### src/rtl/alu_ctl_muldiv_if.sv
// EX-stage bus of the ALU control / HI-LO multiply-divide block.
// master drives the instruction and operands; slave returns the control code, stall and HI/LO.
interface alu_ctl_muldiv_if #(
   parameter int DATA_W = 32
);
   logic              valid_in;
   logic [31:0]       instruccion;
   logic [1:0]        ALUOp;
   logic [DATA_W-1:0] op_a;
   logic [DATA_W-1:0] op_b;
   logic [3:0]        ALUctl;
   logic              stall;
   logic              md_busy;
   logic              md_done;
   logic [DATA_W-1:0] hi;
   logic [DATA_W-1:0] lo;

   modport master (
      output valid_in, instruccion, ALUOp, op_a, op_b,
      input  ALUctl, stall, md_busy, md_done, hi, lo
   );

   modport slave (
      input  valid_in, instruccion, ALUOp, op_a, op_b,
      output ALUctl, stall, md_busy, md_done, hi, lo
   );
endinterface

### src/rtl/alu_ctl_muldiv.sv
// EX-stage ALU control decode plus an iterative HI/LO multiply/divide sequencer.
// Optional macro MD_EARLY_OUT_EN: multiplies finish once the remaining multiplier bits are zero.
module alu_ctl_muldiv #(
   parameter int DATA_W = 32,
   parameter int CNT_W  = 6
) (
   input logic             clk,
   input logic             reset_n,
   alu_ctl_muldiv_if.slave bus
);
   localparam int PW = 2 * DATA_W;

   localparam logic [5:0] F_MULT  = 6'b011000;
   localparam logic [5:0] F_MULTU = 6'b011001;
   localparam logic [5:0] F_DIV   = 6'b011010;
   localparam logic [5:0] F_DIVU  = 6'b011011;
   localparam logic [5:0] F_MFHI  = 6'b010000;
   localparam logic [5:0] F_MTHI  = 6'b010001;
   localparam logic [5:0] F_MFLO  = 6'b010010;
   localparam logic [5:0] F_MTLO  = 6'b010011;

   typedef enum logic [1:0] {
      IDLE = 2'd0,
      ITER = 2'd1,
      FIX  = 2'd2
   } md_state_t;

   function automatic logic [3:0] decode_alu(input logic [1:0] alu_op,
                                             input logic [5:0] opcode,
                                             input logic [5:0] funct);
      logic [3:0] code;
      code = 4'b0000;
      if (alu_op[0]) begin
         code = 4'b0110;
      end else if (alu_op == 2'b00) begin
         code = 4'b0010;
      end else if (opcode == 6'b000000) begin
         case (funct)
            6'b100000: code = 4'b0010;
            6'b100010: code = 4'b0110;
            6'b100100: code = 4'b0000;
            6'b100101: code = 4'b0001;
            6'b100111: code = 4'b0011;
            6'b100110: code = 4'b1000;
            6'b101010: code = 4'b0111;
            6'b000000: code = 4'b0100;
            6'b000100: code = 4'b0100;
            6'b000010: code = 4'b0101;
            6'b000110: code = 4'b1001;
            6'b000011: code = 4'b1010;
            6'b000111: code = 4'b1010;
            default:   code = 4'b0000;
         endcase
      end else begin
         case (opcode)
            6'b001000: code = 4'b0010;
            6'b001100: code = 4'b0000;
            6'b001101: code = 4'b0001;
            6'b001110: code = 4'b1000;
            6'b001010: code = 4'b0111;
            6'b001111: code = 4'b1111;
            default:   code = 4'b0000;
         endcase
      end
      return code;
   endfunction

   md_state_t         state_r;
   logic [CNT_W-1:0]  cnt_r;
   logic [PW-1:0]     acc_r;       // product accumulator; low half is the divide remainder
   logic [PW-1:0]     mcand_r;     // shifted multiplicand; low half is the divisor
   logic [DATA_W-1:0] mplier_r;    // multiplier bits, or dividend shifting into quotient
   logic              is_div_r;
   logic              neg_q_r;
   logic              neg_r_r;
   logic              div_zero_r;
   logic              busy_r;
   logic              done_r;
   logic [DATA_W-1:0] hi_r;
   logic [DATA_W-1:0] lo_r;
   logic [3:0]        alu_ctl_r;

   logic [5:0]        opcode_s;
   logic [5:0]        funct_s;
   logic              hilo_class_s;
   logic              is_mul_s;
   logic              is_div_s;
   logic              is_signed_s;
   logic              is_mthi_s;
   logic              is_mtlo_s;
   logic              stall_s;
   logic              accept_s;
   logic              neg_a_s;
   logic              neg_b_s;
   logic [DATA_W-1:0] abs_a_s;
   logic [DATA_W-1:0] abs_b_s;
   logic [PW-1:0]     mul_acc_s;
   logic [DATA_W:0]   rem_sh_s;
   logic [DATA_W:0]   diff_s;
   logic              mul_last_s;
   logic              last_step_s;
   logic [PW-1:0]     prod_fix_s;
   logic [DATA_W-1:0] quo_fix_s;
   logic [DATA_W-1:0] rem_fix_s;
   logic              unused_s;

   assign opcode_s = bus.instruccion[31:26];
   assign funct_s  = bus.instruccion[5:0];
   assign unused_s = ^bus.instruccion[25:6];

   // Classify HI/LO-class instructions and derive operand magnitudes.
   always_comb begin
      hilo_class_s = 1'b0;
      is_mul_s     = 1'b0;
      is_div_s     = 1'b0;
      is_signed_s  = 1'b0;
      is_mthi_s    = 1'b0;
      is_mtlo_s    = 1'b0;
      if (opcode_s == 6'b000000) begin
         case (funct_s)
            F_MULT:  begin hilo_class_s = 1'b1; is_mul_s = 1'b1; is_signed_s = 1'b1; end
            F_MULTU: begin hilo_class_s = 1'b1; is_mul_s = 1'b1; end
            F_DIV:   begin hilo_class_s = 1'b1; is_div_s = 1'b1; is_signed_s = 1'b1; end
            F_DIVU:  begin hilo_class_s = 1'b1; is_div_s = 1'b1; end
            F_MTHI:  begin hilo_class_s = 1'b1; is_mthi_s = 1'b1; end
            F_MTLO:  begin hilo_class_s = 1'b1; is_mtlo_s = 1'b1; end
            F_MFHI:  hilo_class_s = 1'b1;
            F_MFLO:  hilo_class_s = 1'b1;
            default: hilo_class_s = 1'b0;
         endcase
      end else begin
         hilo_class_s = 1'b0;
      end
      neg_a_s = is_signed_s & bus.op_a[DATA_W-1];
      neg_b_s = is_signed_s & bus.op_b[DATA_W-1];
      if (neg_a_s) abs_a_s = ~bus.op_a + DATA_W'(1);
      else         abs_a_s = bus.op_a;
      if (neg_b_s) abs_b_s = ~bus.op_b + DATA_W'(1);
      else         abs_b_s = bus.op_b;
   end

   assign stall_s  = bus.valid_in & hilo_class_s & busy_r;
   assign accept_s = bus.valid_in & ~stall_s;

   // One radix-2 step and the final sign correction.
   always_comb begin
      if (mplier_r[0]) mul_acc_s = acc_r + mcand_r;
      else             mul_acc_s = acc_r;
      rem_sh_s = {acc_r[DATA_W-1:0], mplier_r[DATA_W-1]};
      diff_s   = rem_sh_s - {1'b0, mcand_r[DATA_W-1:0]};
`ifdef MD_EARLY_OUT_EN
      mul_last_s = ~is_div_r & (mplier_r[DATA_W-1:1] == {(DATA_W-1){1'b0}});
`else
      mul_last_s = 1'b0;
`endif
      last_step_s = (cnt_r == CNT_W'(DATA_W - 1)) | mul_last_s;
      if (neg_q_r) prod_fix_s = ~acc_r + PW'(1);
      else         prod_fix_s = acc_r;
      if (div_zero_r)   quo_fix_s = {DATA_W{1'b1}};
      else if (neg_q_r) quo_fix_s = ~mplier_r + DATA_W'(1);
      else              quo_fix_s = mplier_r;
      if (neg_r_r) rem_fix_s = ~acc_r[DATA_W-1:0] + DATA_W'(1);
      else         rem_fix_s = acc_r[DATA_W-1:0];
   end

   // ALU control code register.
   always_ff @(posedge clk or negedge reset_n) begin
      if (!reset_n) begin
         alu_ctl_r <= 4'b0000;
      end else if (accept_s) begin
         alu_ctl_r <= decode_alu(bus.ALUOp, opcode_s, funct_s);
      end else begin
         alu_ctl_r <= alu_ctl_r;
      end
   end

   // Multiply/divide sequencer FSM with HI/LO and status registers.
   always_ff @(posedge clk or negedge reset_n) begin
      if (!reset_n) begin
         state_r    <= IDLE;
         cnt_r      <= {CNT_W{1'b0}};
         acc_r      <= {PW{1'b0}};
         mcand_r    <= {PW{1'b0}};
         mplier_r   <= {DATA_W{1'b0}};
         is_div_r   <= 1'b0;
         neg_q_r    <= 1'b0;
         neg_r_r    <= 1'b0;
         div_zero_r <= 1'b0;
         busy_r     <= 1'b0;
         done_r     <= 1'b0;
         hi_r       <= {DATA_W{1'b0}};
         lo_r       <= {DATA_W{1'b0}};
      end else begin
         done_r <= 1'b0;
         case (state_r)
            IDLE: begin
               if (accept_s & (is_mul_s | is_div_s)) begin
                  state_r    <= ITER;
                  busy_r     <= 1'b1;
                  cnt_r      <= {CNT_W{1'b0}};
                  acc_r      <= {PW{1'b0}};
                  is_div_r   <= is_div_s;
                  neg_q_r    <= neg_a_s ^ neg_b_s;
                  neg_r_r    <= neg_a_s;
                  div_zero_r <= is_div_s & (bus.op_b == {DATA_W{1'b0}});
                  if (is_div_s) begin
                     mcand_r  <= {{DATA_W{1'b0}}, abs_b_s};
                     mplier_r <= abs_a_s;
                  end else begin
                     mcand_r  <= {{DATA_W{1'b0}}, abs_a_s};
                     mplier_r <= abs_b_s;
                  end
               end else if (accept_s & is_mthi_s) begin
                  hi_r <= bus.op_a;
               end else if (accept_s & is_mtlo_s) begin
                  lo_r <= bus.op_a;
               end else begin
                  state_r <= IDLE;
               end
            end
            ITER: begin
               cnt_r <= cnt_r + CNT_W'(1);
               if (is_div_r) begin
                  if (!diff_s[DATA_W]) begin
                     acc_r    <= {{DATA_W{1'b0}}, diff_s[DATA_W-1:0]};
                     mplier_r <= {mplier_r[DATA_W-2:0], 1'b1};
                  end else begin
                     acc_r    <= {{DATA_W{1'b0}}, rem_sh_s[DATA_W-1:0]};
                     mplier_r <= {mplier_r[DATA_W-2:0], 1'b0};
                  end
               end else begin
                  acc_r    <= mul_acc_s;
                  mcand_r  <= mcand_r << 1;
                  mplier_r <= mplier_r >> 1;
               end
               if (last_step_s) state_r <= FIX;
               else             state_r <= ITER;
            end
            FIX: begin
               if (is_div_r) begin
                  hi_r <= rem_fix_s;
                  lo_r <= quo_fix_s;
               end else begin
                  hi_r <= prod_fix_s[PW-1:DATA_W];
                  lo_r <= prod_fix_s[DATA_W-1:0];
               end
               done_r  <= 1'b1;
               busy_r  <= 1'b0;
               cnt_r   <= {CNT_W{1'b0}};
               state_r <= IDLE;
            end
            default: begin
               state_r <= IDLE;
               busy_r  <= 1'b0;
            end
         endcase
      end
   end

   assign bus.ALUctl  = alu_ctl_r;
   assign bus.stall   = stall_s;
   assign bus.md_busy = busy_r;
   assign bus.md_done = done_r;
   assign bus.hi      = hi_r;
   assign bus.lo      = lo_r;
endmodule
### src/flat_wrapper.sv
// flat-port wrapper written by rule: the top's interface ports become plain ports
module alu_ctl_muldiv_flat 
#(
   parameter int DATA_W = 32,
   parameter int CNT_W  = 6
)
  (clk, reset_n, bus_valid_in, bus_instruccion, bus_ALUOp, bus_op_a, bus_op_b, bus_ALUctl, bus_stall, bus_md_busy, bus_md_done, bus_hi, bus_lo);
  alu_ctl_muldiv_if #(.DATA_W(DATA_W)) bus_i ();
  input logic clk;
  input logic reset_n;
  input wire logic [$bits(bus_i.valid_in)-1:0] bus_valid_in;
  input wire logic [$bits(bus_i.instruccion)-1:0] bus_instruccion;
  input wire logic [$bits(bus_i.ALUOp)-1:0] bus_ALUOp;
  input wire logic [$bits(bus_i.op_a)-1:0] bus_op_a;
  input wire logic [$bits(bus_i.op_b)-1:0] bus_op_b;
  output wire logic [$bits(bus_i.ALUctl)-1:0] bus_ALUctl;
  output wire logic [$bits(bus_i.stall)-1:0] bus_stall;
  output wire logic [$bits(bus_i.md_busy)-1:0] bus_md_busy;
  output wire logic [$bits(bus_i.md_done)-1:0] bus_md_done;
  output wire logic [$bits(bus_i.hi)-1:0] bus_hi;
  output wire logic [$bits(bus_i.lo)-1:0] bus_lo;
  assign bus_i.valid_in = bus_valid_in;
  assign bus_i.instruccion = bus_instruccion;
  assign bus_i.ALUOp = bus_ALUOp;
  assign bus_i.op_a = bus_op_a;
  assign bus_i.op_b = bus_op_b;
  assign bus_ALUctl = bus_i.ALUctl;
  assign bus_stall = bus_i.stall;
  assign bus_md_busy = bus_i.md_busy;
  assign bus_md_done = bus_i.md_done;
  assign bus_hi = bus_i.hi;
  assign bus_lo = bus_i.lo;
  alu_ctl_muldiv #(.DATA_W(DATA_W), .CNT_W(CNT_W)) u_core (.clk(clk), .reset_n(reset_n), .bus(bus_i));
endmodule
### config.mk
export PLATFORM = sky130hd
export DESIGN_NAME = alu_ctl_muldiv_flat
export DESIGN_NICKNAME = d
export VERILOG_FILES = /design/src/rtl/alu_ctl_muldiv_if.sv /design/src/rtl/alu_ctl_muldiv.sv /design/src/flat_wrapper.sv
export SDC_FILE = /design/constraint.sdc
export NUM_CORES = 1
export LEC_CHECK = 0
export BUFFER_PORTS_ARGS = -buffer_cell sky130_fd_sc_hd__clkbuf_2
export CAP_MARGIN = 25
export CORE_ASPECT_RATIO = 1.75
export CORE_MARGIN = 5
export CORE_UTILIZATION = 56
export DETAILED_ROUTE_END_ITERATION = 7
export MAX_ROUTING_LAYER = met4
export PLACE_DENSITY = 0.75
export SYNTH_ARGS = -nofsm -noshare
export SYNTH_HDL_FRONTEND = slang
export SYNTH_SLANG_ARGS = --single-unit
### constraint.sdc
create_clock -name clk -period 3.8 [get_ports clk]
set_input_delay 0.38 -clock clk [delete_from_list [all_inputs] [get_ports clk]]
set_output_delay 0.38 -clock clk [all_outputs]
set_load 0.02 [all_outputs]
==> out/qor.csv <==
metric;value;unit
rsz0062_at_grt;no;
hpwl;70.8;mm
ir_worst_vdd;0.000802;V
critPathRequiredTime;4260;ps
vias;23400;
track_usage;0.414;
synth_top_cell_by_area;dfrtp_1;
root_buffer;clkbuf_16;
die-area;43600;um^2
avgSynthCellArea;7.57;um^2
hp-start;bus_op_a[6];
instances_no_fill;3531;
clk_pin_slew;60;ps
max_cap_viol_count;0;
path_class;flip-flop to flip-flop;
synth_edf_count;0;
gp_congestion;1.02;
clock_path_buffers;3;
synthCells;2916;
r2r.worst_path.cells;10;
start_util;0.564;
place_area;23800;um^2
maxSlewHeadroom;0.272;
worstReg2RegEnd;u_core.acc_r[58]$_DFFE_PN0P_;
crit_top_cell;a211oi_1;
firstDrtPassIters;6;
slowest_stage;o41ai_1;
crit_buf_inv;0;
rrSetupSlack;170;ps
die_h;273;um
finClkSkew;12.6;ps
min_path_cells;3;
r2r_start;u_core.mcand_r[5]$_DFFE_PN0P_;
antenna_left;0;
synth_area_leaders;dfrtp_1 27%, nand2_1 8.1%, ha_1 5.7%;
cp-start-kind;flip-flop;
yosysUniqueCellTypes;90;
routed_wl;91.1;mm
grt_max_degree;131;
io_pins;172;
fin_crit_sh;0.955;
drt-vias-per-instance;6.64;
critPathTopFamily;compound AO/OA/AOI/OAI gates;
pre_cts_ws;124;ps
cts_max_level;1;
worst_slack;172;ps
io_buffer_count;151;
finalHoldViolations;0;
run_status;complete, no violations;
cts_tree;done;
hold_class;input pin to flip-flop;
core.rowCount;96;
critPathArrivalTime;4090;ps
drv_slew;0;
p_leak;10.4;nW
syn_area;22100;um^2
fin_crit;3630;ps
area_growth;12.4;%
antenna_found_initial;2;
synthesis.nets;3119;
clk_latency;570;ps
die_x;160;um
dp.cells;3482;
fillerInstances;3498;
ys_async_sr_fraction;1.00;
fin_nets;3225;
cts_sinks;242;
holdPathEnd;u_core.bus.lo[6]$_DFFE_PN0P_;
synthFlopType;dfrtp_1;
crit_fanout;3;
ys_ff_latch;242;
core_region_area;39200;um^2
grt_pass1_vias;23000;
fmax;276;MHz
worstPathCellList;ha_1 > a21o_1 > a211oi_1 > a211oi_1 > o41ai_1 > or3b_1 > nand4b_1 > a21oi_1 > or3_1 > a32o_1;
slowest_delay;570;ps
cts_buffers;26;
grt_pass1_wl;136;mm
drc;0;
drive_gt1_frac;0.122;
endpoint_kind;flip-flop;
yosysWarnings;0;
fin_util;0.634;
setup_viol;0;
grt_remaining_overflow;0;
wire_per_inst;25.8;um
power_density;922;nW/um^2
worstMarginPinSlew;1090;ps
first_iter_violations;2130;
yosysTopAreaCellShare;0.274;
ys_seq_area_frac;0.274;
setup_tns;0;ps
postLayoutCellArea;24800;um^2
## per-stage QoR
step / hold WS (ps) / power [mW]
CTS: 98.8 / 22.5
global placement: 207 / 19.3
floorplan: 84.4 / 14.9
global route: 130 / 24.4
finish: 125 / 22.9
detailed placement: 209 / 19.5
## synth_stat cells, types with 34 or more instances
library cell / number
a21o_1: 37
a21oi_1: 198
a31oi_1: 68
clkbuf_1: 183
dfrtp_1: 242
ha_1: 100
inv_1: 78
mux2i_1: 101
nand2_1: 477
nand3_1: 96
nand4_1: 45
nor2_1: 206
nor3_1: 64
o211ai_1: 34
o21ai_0: 104
o21ai_1: 140
o31ai_1: 48
xnor2_1: 133
xor2_1: 128
## routing by layer
metal  global-route usage  part of all wire  up-vias
li1                     -                 -    10700
met2                0.687              0.47     1193
met4                0.381              0.12        0
met5                    -                 0        -
met1                0.419              0.33    11100
met3               0.0613             0.072      449
## worst register-to-register path: stages, from the launching register on
cell and delay [ps]:
dfrtp_1 430, ha_1 330, a21o_1 210, a211oi_1 390, a211oi_1 170, o41ai_1 570
or3b_1 510, nand4b_1 240, a21oi_1 110, or3_1 310, a32o_1 250
## power by group
part	total (mW)	internal, mW	switching, mW
combinational	15.1	6.01	9.09
sequential	4.82	3.43	1.38
clock	2.95	1.79	1.15
total	22.9	11.2	11.6
## how the worst max path moves through the flow
| stage | start | cells after the start | slack [ps] | to |
|---|---|---|---|---|
| floorplan | u_core.mplier_r[31]$_DFFE_PN0P_ | 13 | 520 | u_core.acc_r[15]$_DFFE_PN0P_ |
| global placement | u_core.mplier_r[15]$_DFFE_PN0P_ | 6 | 80 | u_core.bus.lo[29]$_DFFE_PN0P_ |
| detailed placement | u_core.acc_r[1]$_DFFE_PN0P_ | 11 | 120 | u_core.bus.hi[0]$_DFFE_PN0P_ |
| CTS | u_core.acc_r[1]$_DFFE_PN0P_ | 11 | 110 | u_core.bus.hi[0]$_DFFE_PN0P_ |
| global route | u_core.acc_r[0]$_DFFE_PN0P_ | 11 | 50 | u_core.bus.hi[10]$_DFFE_PN0P_ |
| finish | u_core.mcand_r[5]$_DFFE_PN0P_ | 10 | 170 | u_core.acc_r[58]$_DFFE_PN0P_ |
## cells in the final DEF (no fill, tap or decap), drive strengths merged, types with 15 or more instances in the layout
cell	n
nand2	477
nor4	18
a21oi	198
o31ai	51
nor3	65
nand4	45
clkbuf	188
mux2i	101
o21bai	15
nor2	207
a211oi	24
a21o	37
o221ai	23
inv	78
nand3	96
xor2	128
o41ai	18
dfrtp	242
nand2b	32
buf	138
xnor2	133
or3	28
or4	21
a31oi	68
o211ai	35
ha	100
o21ai	244
o22ai	15
and3	18
a22oi	32
## area by class of cell
| type | instances | area [um^2] | share of cell area |
|---|---|---|---|
| clock inverter | 7 | 189 | 0.00762 |
| sequential | 242 | 6060 | 0.244 |
| tap | 490 | 613 | 0.0247 |
| antenna | 2 | 5.00 | 0.000202 |
| timing repair buffer | 289 | 1920 | 0.0775 |
| inverter | 81 | 304 | 0.0123 |
| clock buffer | 38 | 767 | 0.0309 |
| multi-input combinational | 2382 | 14900 | 0.603 |
## state kept, by name, indices dropped and copies added (netlist names)
signal / cells
u_core.acc_r: 64
u_core.mcand_r: 64
u_core.bus.hi: 32
u_core.bus.lo: 32
u_core.mplier_r: 32
u_core.cnt_r: 6
u_core.bus.ALUctl: 4
u_core.state_r: 2
u_core.bus.md_busy: 1
u_core.bus.md_done: 1
u_core.div_zero_r: 1
u_core.is_div_r: 1
u_core.neg_q_r: 1
u_core.neg_r_r: 1
## cell families after synthesis
kind of cell             after synthesis  synth area share
flip-flops                           242             0.274
buffers and inverters                292            0.0509
adder cells (fa/ha/maj)              102            0.0585
AO/OA/AOI/OAI                        847             0.243
AND/OR/NAND/NOR                     1067             0.222
XOR/XNOR                             261             0.104
multiplexers                         105            0.0478
## what timing repair did
| action | 4_1_cts | 5_1_grt |
|---|---|---|
| resized for setup | 0 | 1 |
| endpoints found under the setup margin | 0 | 1 |
| endpoints found under the hold margin | 30 | 0 |
| hold buffers | 1 | 0 |
| buffers inserted | 0 | 0 |
Note: power is estimated with default switching activity, not from simulation.
